File: config.mk
export PLATFORM = sky130hd
export DESIGN_NAME = vx_tcu_fedp_seq
export DESIGN_NICKNAME = d
export VERILOG_FILES = /design/src/rtl/vx_tcu_fedp_seq.sv
export SDC_FILE = /design/constraint.sdc
export NUM_CORES = 1
export LEC_CHECK = 0
export ABC_AREA = 1
export ABC_CLOCK_PERIOD_IN_PS = 4400
export CORE_AREA = 5 5 170 172
export CTS_CLUSTER_DIAMETER = 50
export DETAILED_ROUTE_END_ITERATION = 8
export DIE_AREA = 0 0 175 177
export PLACE_DENSITY = 0.58
export SLEW_MARGIN = 20
export SYNTH_ARGS = -nofsm -noshare
export SYNTH_HDL_FRONTEND = slang
export SYNTH_SLANG_ARGS = --single-unit
File: constraint.sdc
create_clock -name clk -period 4.4 [get_ports clk]
set_input_delay 0.88 -clock clk [delete_from_list [all_inputs] [get_ports clk]]
set_output_delay 0.88 -clock clk [all_outputs]
set_load 0.05 [all_outputs]
File: src/rtl/vx_tcu_fedp_seq.sv
// Operand-side issue sequencer for the TCU fused dot-product unit: streams K chunks
// into the FEDP, feeding each result back as the next accumulator, then returns it.
module vx_tcu_fedp_seq #(
  parameter int N       = 2,
  parameter int LATENCY = 4,
  parameter int KSTEP_W = 8,
  parameter int TAG_W   = 8,
  parameter int MASK_W  = 8
) (
  input  logic                 clk,
  input  logic                 reset,
  input  logic                 req_valid,
  output logic                 req_ready,
  input  logic [3:0]           req_fmt_s,
  input  logic [3:0]           req_fmt_d,
  input  logic [KSTEP_W-1:0]   req_k_steps,
  input  logic [31:0]          req_c_init,
  input  logic [TAG_W-1:0]     req_tag,
  input  logic                 op_valid,
  output logic                 op_ready,
  input  logic [N*32-1:0]      op_a_row,
  input  logic [N*32-1:0]      op_b_col,
  output logic                 fedp_enable,
  output logic [MASK_W-1:0]    fedp_vld_mask,
  output logic [3:0]           fedp_fmt_s,
  output logic [3:0]           fedp_fmt_d,
  output logic [N*32-1:0]      fedp_a_row,
  output logic [N*32-1:0]      fedp_b_col,
  output logic [31:0]          fedp_c_val,
  input  logic [31:0]          fedp_d_val,
  output logic                 rsp_valid,
  input  logic                 rsp_ready,
  output logic [31:0]          rsp_d_val,
  output logic [TAG_W-1:0]     rsp_tag,
  output logic                 busy
);

  // LATENCY+1 keeps the counter at least one bit wide when LATENCY==1
  localparam int WCNT_W = $clog2(LATENCY + 1);

  typedef enum logic [1:0] {S_IDLE, S_ISSUE, S_WAIT, S_RSP} state_t;

  state_t              state, state_n;
  logic [31:0]         acc_r;
  logic [KSTEP_W-1:0]  step_cnt;
  logic [WCNT_W-1:0]   wait_cnt;
  logic [3:0]          fmt_s_r, fmt_d_r;
  logic [TAG_W-1:0]    tag_r;
  logic [KSTEP_W-1:0]  k_r;
  logic                fire;

  always_comb begin
    state_n   = state;
    req_ready = 1'b0;
    op_ready  = 1'b0;
    rsp_valid = 1'b0;
    fire      = 1'b0;
    case (state)
      S_IDLE: begin
        req_ready = 1'b1;
        if (req_valid) state_n = (req_k_steps == '0) ? S_RSP : S_ISSUE;
      end
      S_ISSUE: begin
        op_ready = 1'b1;
        if (op_valid) begin
          fire    = 1'b1;
          state_n = S_WAIT;
        end
      end
      S_WAIT: begin
        if (wait_cnt == '0) state_n = (step_cnt == k_r) ? S_RSP : S_ISSUE;
      end
      S_RSP: begin
        rsp_valid = 1'b1;
        if (rsp_ready) state_n = S_IDLE;
      end
      default: state_n = S_IDLE;
    endcase
    // handshakes are suppressed while reset is held, whatever the state register says
    if (reset) begin
      req_ready = 1'b0;
      op_ready  = 1'b0;
      rsp_valid = 1'b0;
      fire      = 1'b0;
    end
  end

  always_ff @(posedge clk) begin
    if (reset) begin
      state    <= S_IDLE;
      acc_r    <= '0;
      step_cnt <= '0;
      wait_cnt <= '0;
      fmt_s_r  <= '0;
      fmt_d_r  <= '0;
      tag_r    <= '0;
      k_r      <= '0;
    end else begin
      state <= state_n;
      case (state)
        S_IDLE: if (req_valid) begin
          fmt_s_r  <= req_fmt_s;
          fmt_d_r  <= req_fmt_d;
          k_r      <= req_k_steps;
          tag_r    <= req_tag;
          acc_r    <= req_c_init;
          step_cnt <= '0;
        end
        S_ISSUE: if (fire) begin
          step_cnt <= step_cnt + 1'b1;
          wait_cnt <= WCNT_W'(LATENCY - 1);
        end
        // result of the chunk issued LATENCY cycles ago is on fedp_d_val now
        S_WAIT: begin
          if (wait_cnt == '0) acc_r <= fedp_d_val;
          else                wait_cnt <= wait_cnt - 1'b1;
        end
        default: ;
      endcase
    end
  end

  assign fedp_enable   = ~reset;
  assign fedp_vld_mask = {MASK_W{fire}};
  assign fedp_fmt_s    = fmt_s_r;
  assign fedp_fmt_d    = fmt_d_r;
  assign fedp_a_row    = op_a_row;
  assign fedp_b_col    = op_b_col;
  assign fedp_c_val    = acc_r;
  assign rsp_d_val     = acc_r;
  assign rsp_tag       = tag_r;
  assign busy          = ~reset && (state != S_IDLE);

endmodule

==> impl_metrics.yaml <==
status:
  outcome: "completed"
synth:
  ys_ff_latch: 69
  yosysUniqueCellTypes: 24
  syn-num-nets: 884
  synth_area_sq_um: 4450
  syn_inst: 660
  yosysWarnings: 0
  syn_area_per_cell_sq_um: 6.74
  synth_area_leaders: "dfxtp_1, buf_4, nand2_1"
  yosys.area.top_type_share_pct: 31.1
  synth_area_leader_cell: "dfxtp_1"
  seq_area_frac_synth_pct: 31.1
power:
  pwr-share-seq_pct: 27.3
  power.switching_w: 0.00138
  power.share.clock_pct: 24.8
  switching_share_pct: 45.7
  power.density_nw_per_um2: 532
  p_total_w: 0.00302
  peakVddDrop_mv: 0.213
  pwr-share-comb_pct: 47.9
  power.leakage_nw: 2.35
  intPower_w: 0.00164
setup_path:
  critical-path-max-stage-delay_ns: 0.53
  r2r_setup_slack_ns: 1.54
  critPathBufInv: 5
  critPathTopFamily: "buffers and inverters"
  cp_max_fo: 25
  cp_slowest_cell: "clkdlybuf4s50_1"
  worstSetupPathType: "in2out"
  critPathArrivalTime_ns: 2.64
  cpMostUsedCell: "buf_4"
  crit_path_start_kind: "primary input"
  worstPathRequired_ns: 3.52
  endpoint_kind: "output port"
  cp_cell_sequence: "clkdlybuf4s50_1 > inv_2 > buf_4 > nand3_1 > inv_1 > buf_4"
grt:
  grt_pass1_wl_mm: 21.6
  antenna_found_initial: 0
  grt_pass1_vias: 3824
  overflow: 0
  grt_start_max_net_pins: 38
  gr-usage-all-layers_pct: 9.10
clock_network:
  postCtsSetupBuffers: 0
  ctsResizeCount: 0
  ctsHtreeMaxLevel: 3
  numCtsBuffers: 9
  worstSkewPairLatency_ns: 0.34
  cts_tree: "built"
  clk_path_buf_depth: 2
  cts.sink_count: 69
  hold_buffers: 0
  clk_pin_slew_ns: 0.06
  cts-root-buf: "clkbuf_16"
floorplanning:
  fp.dieH_um: 177
  die_area_sq_um: 31000
  core_sq_um: 27300
  start_util_pct: 16.3
  io-pin-count: 442
  dieWidth_um: 175
  rows: 61
routing:
  ant_nets: 0
  drtPass1Iterations: 4
  viasPerCell: 3.76
  totalWireLength_mm: 14.4
  drc: 0
  wire_per_inst_um: 14.1
  via_count: 3840
  drtIter0Drc: 248
sta:
  hold_violations: 0
  tightestPinTransition_ns: 0.683
  max_freq_ghz: 0.284
  skew_ns: 0.00905
  report.final.slew_viol_count: 0
  setup_violations: 0
  fin_crit_ns: 3.52
  worst_hold_slack_ns: 0.474
  rsz0062_at_grt: "false"
  fin_crit_sh_pct: 80.1
  tns_ns: 0
  slew-limit-headroom_pct: 54.4
placed_design:
  globalplace.congestion: 0.763
  numPortBuffers: 185
  hpwl_mm: 10.8
worst_hold_path:
  hold_class: "reg2reg"
finish:
  drive_gt1_share_pct: 5.78
  n_fill_cell: 3109
  regArea_sq_um: 1380
  area_growth_pct: 27.7
  nets: 894
  multi_input_area_sq_um: 1590
  antenna_cells: 0
run:
  drv_cap: 0
==> per-stage QoR <==
step / setup WS [ns] / util [%] / instance area (sq um) / instances
global route: 0.684 / 20.8 / 5680 / 1021
CTS: 0.839 / 20.8 / 5680 / 1021
finish: 0.878 / 20.8 / 5680 / 1021
detailed placement: 0.862 / 19.7 / 5390 / 1005
global placement: 0.898 / 19.7 / 5390 / 1005
floorplan: 1.54 / - / 4450 / 660
==> synthesized netlist by cell type, drive strengths merged <==
cell type,number
nand2,139
xnor2,1
nor3,5
clkbuf,15
nand3,11
buf,175
nor2,126
dfxtp,69
xor2,1
clkinv,1
nand3b,2
o22ai,1
inv,31
nand4,2
a21oi,15
ha,3
or2,1
o21ai,62
==> worst min-delay path: stages (launching register included) <==
cell     delay (ns)
dfxtp_1        0.31
inv_1          0.06
a21oi_1        0.05
==> cell families after synthesis <==
group                    Yosys count  synth area share [%]
buffers and inverters            222                  33.2
flip-flops                        69                  31.1
AO/OA/AOI/OAI                     78                  8.81
XOR/XNOR                           2                 0.394
AND/OR/NAND/NOR                  286                  25.7
adder cells (fa/ha/maj)            3                 0.844
==> area by class of cell <==
cell class,instances,area share [%]
repair buffers,189,32.8
well taps,346,7.62
inverters,32,2.11
clock inverters,6,1.12
clock buffers,10,4.03
flip-flops and latches,69,24.3
multi-input cells,369,28.0
==> power by group through the flow <==
stage	Sequential (W)	Combinational (W)	Clock, W
after floorplan	0.00113	0.00104	0
after global placement	0.000837	0.00146	0
after detailed placement	0.000838	0.00146	0
after CTS	0.000827	0.00147	0.000796
after global routing	0.000844	0.00154	0.000823
final	0.000825	0.00145	0.000750
==> sequential cells by signal, summed over array words and instances, names as in the netlist <==
| name | cells |
|---|---|
| fedp_fmt_d | 4 |
| fedp_c_val | 32 |
| fedp_fmt_s | 4 |
| state | 2 |
| wait_cnt | 3 |
| step_cnt | 8 |
| k_r | 8 |
| rsp_tag | 8 |
==> per-layer routing <==
layer	track usage, %	vias up	wire length, um
met4	5.24	2	634
met1	9.82	1678	5580
met2	14.6	210	6620
met5	1.12	-	47
li1	-	1891	-
met3	4.25	59	1480
==> path summary, 6_finish.rpt <==
| path | startpoint | endpoint | cells past startpoint |
|---|---|---|---|
| worst max-delay path | reset | fedp_vld_mask[7] | 6 |
| worst min-delay path | k_r[3] | k_r[3] | 2 |
| worst min register to register | k_r[3] | k_r[3] | 2 |
| worst max register to register | state[0] | fedp_c_val[25] | 10 |
==> cells in the final DEF, fill, tap and decap left out, types with 3 or more instances in the layout <==
cell type and instances:
buf_4 12, clkdlybuf4s50_1 177, o21ai_0 55, nand2_1 135
inv_2 5, o21ai_1 7, nor2_1 124, nor3_1 5
inv_1 27, dfxtp_1 69, ha_1 3, a21oi_1 15
nand3_1 11, clkbuf_16 9
Power figures use the tool's default switching activity.
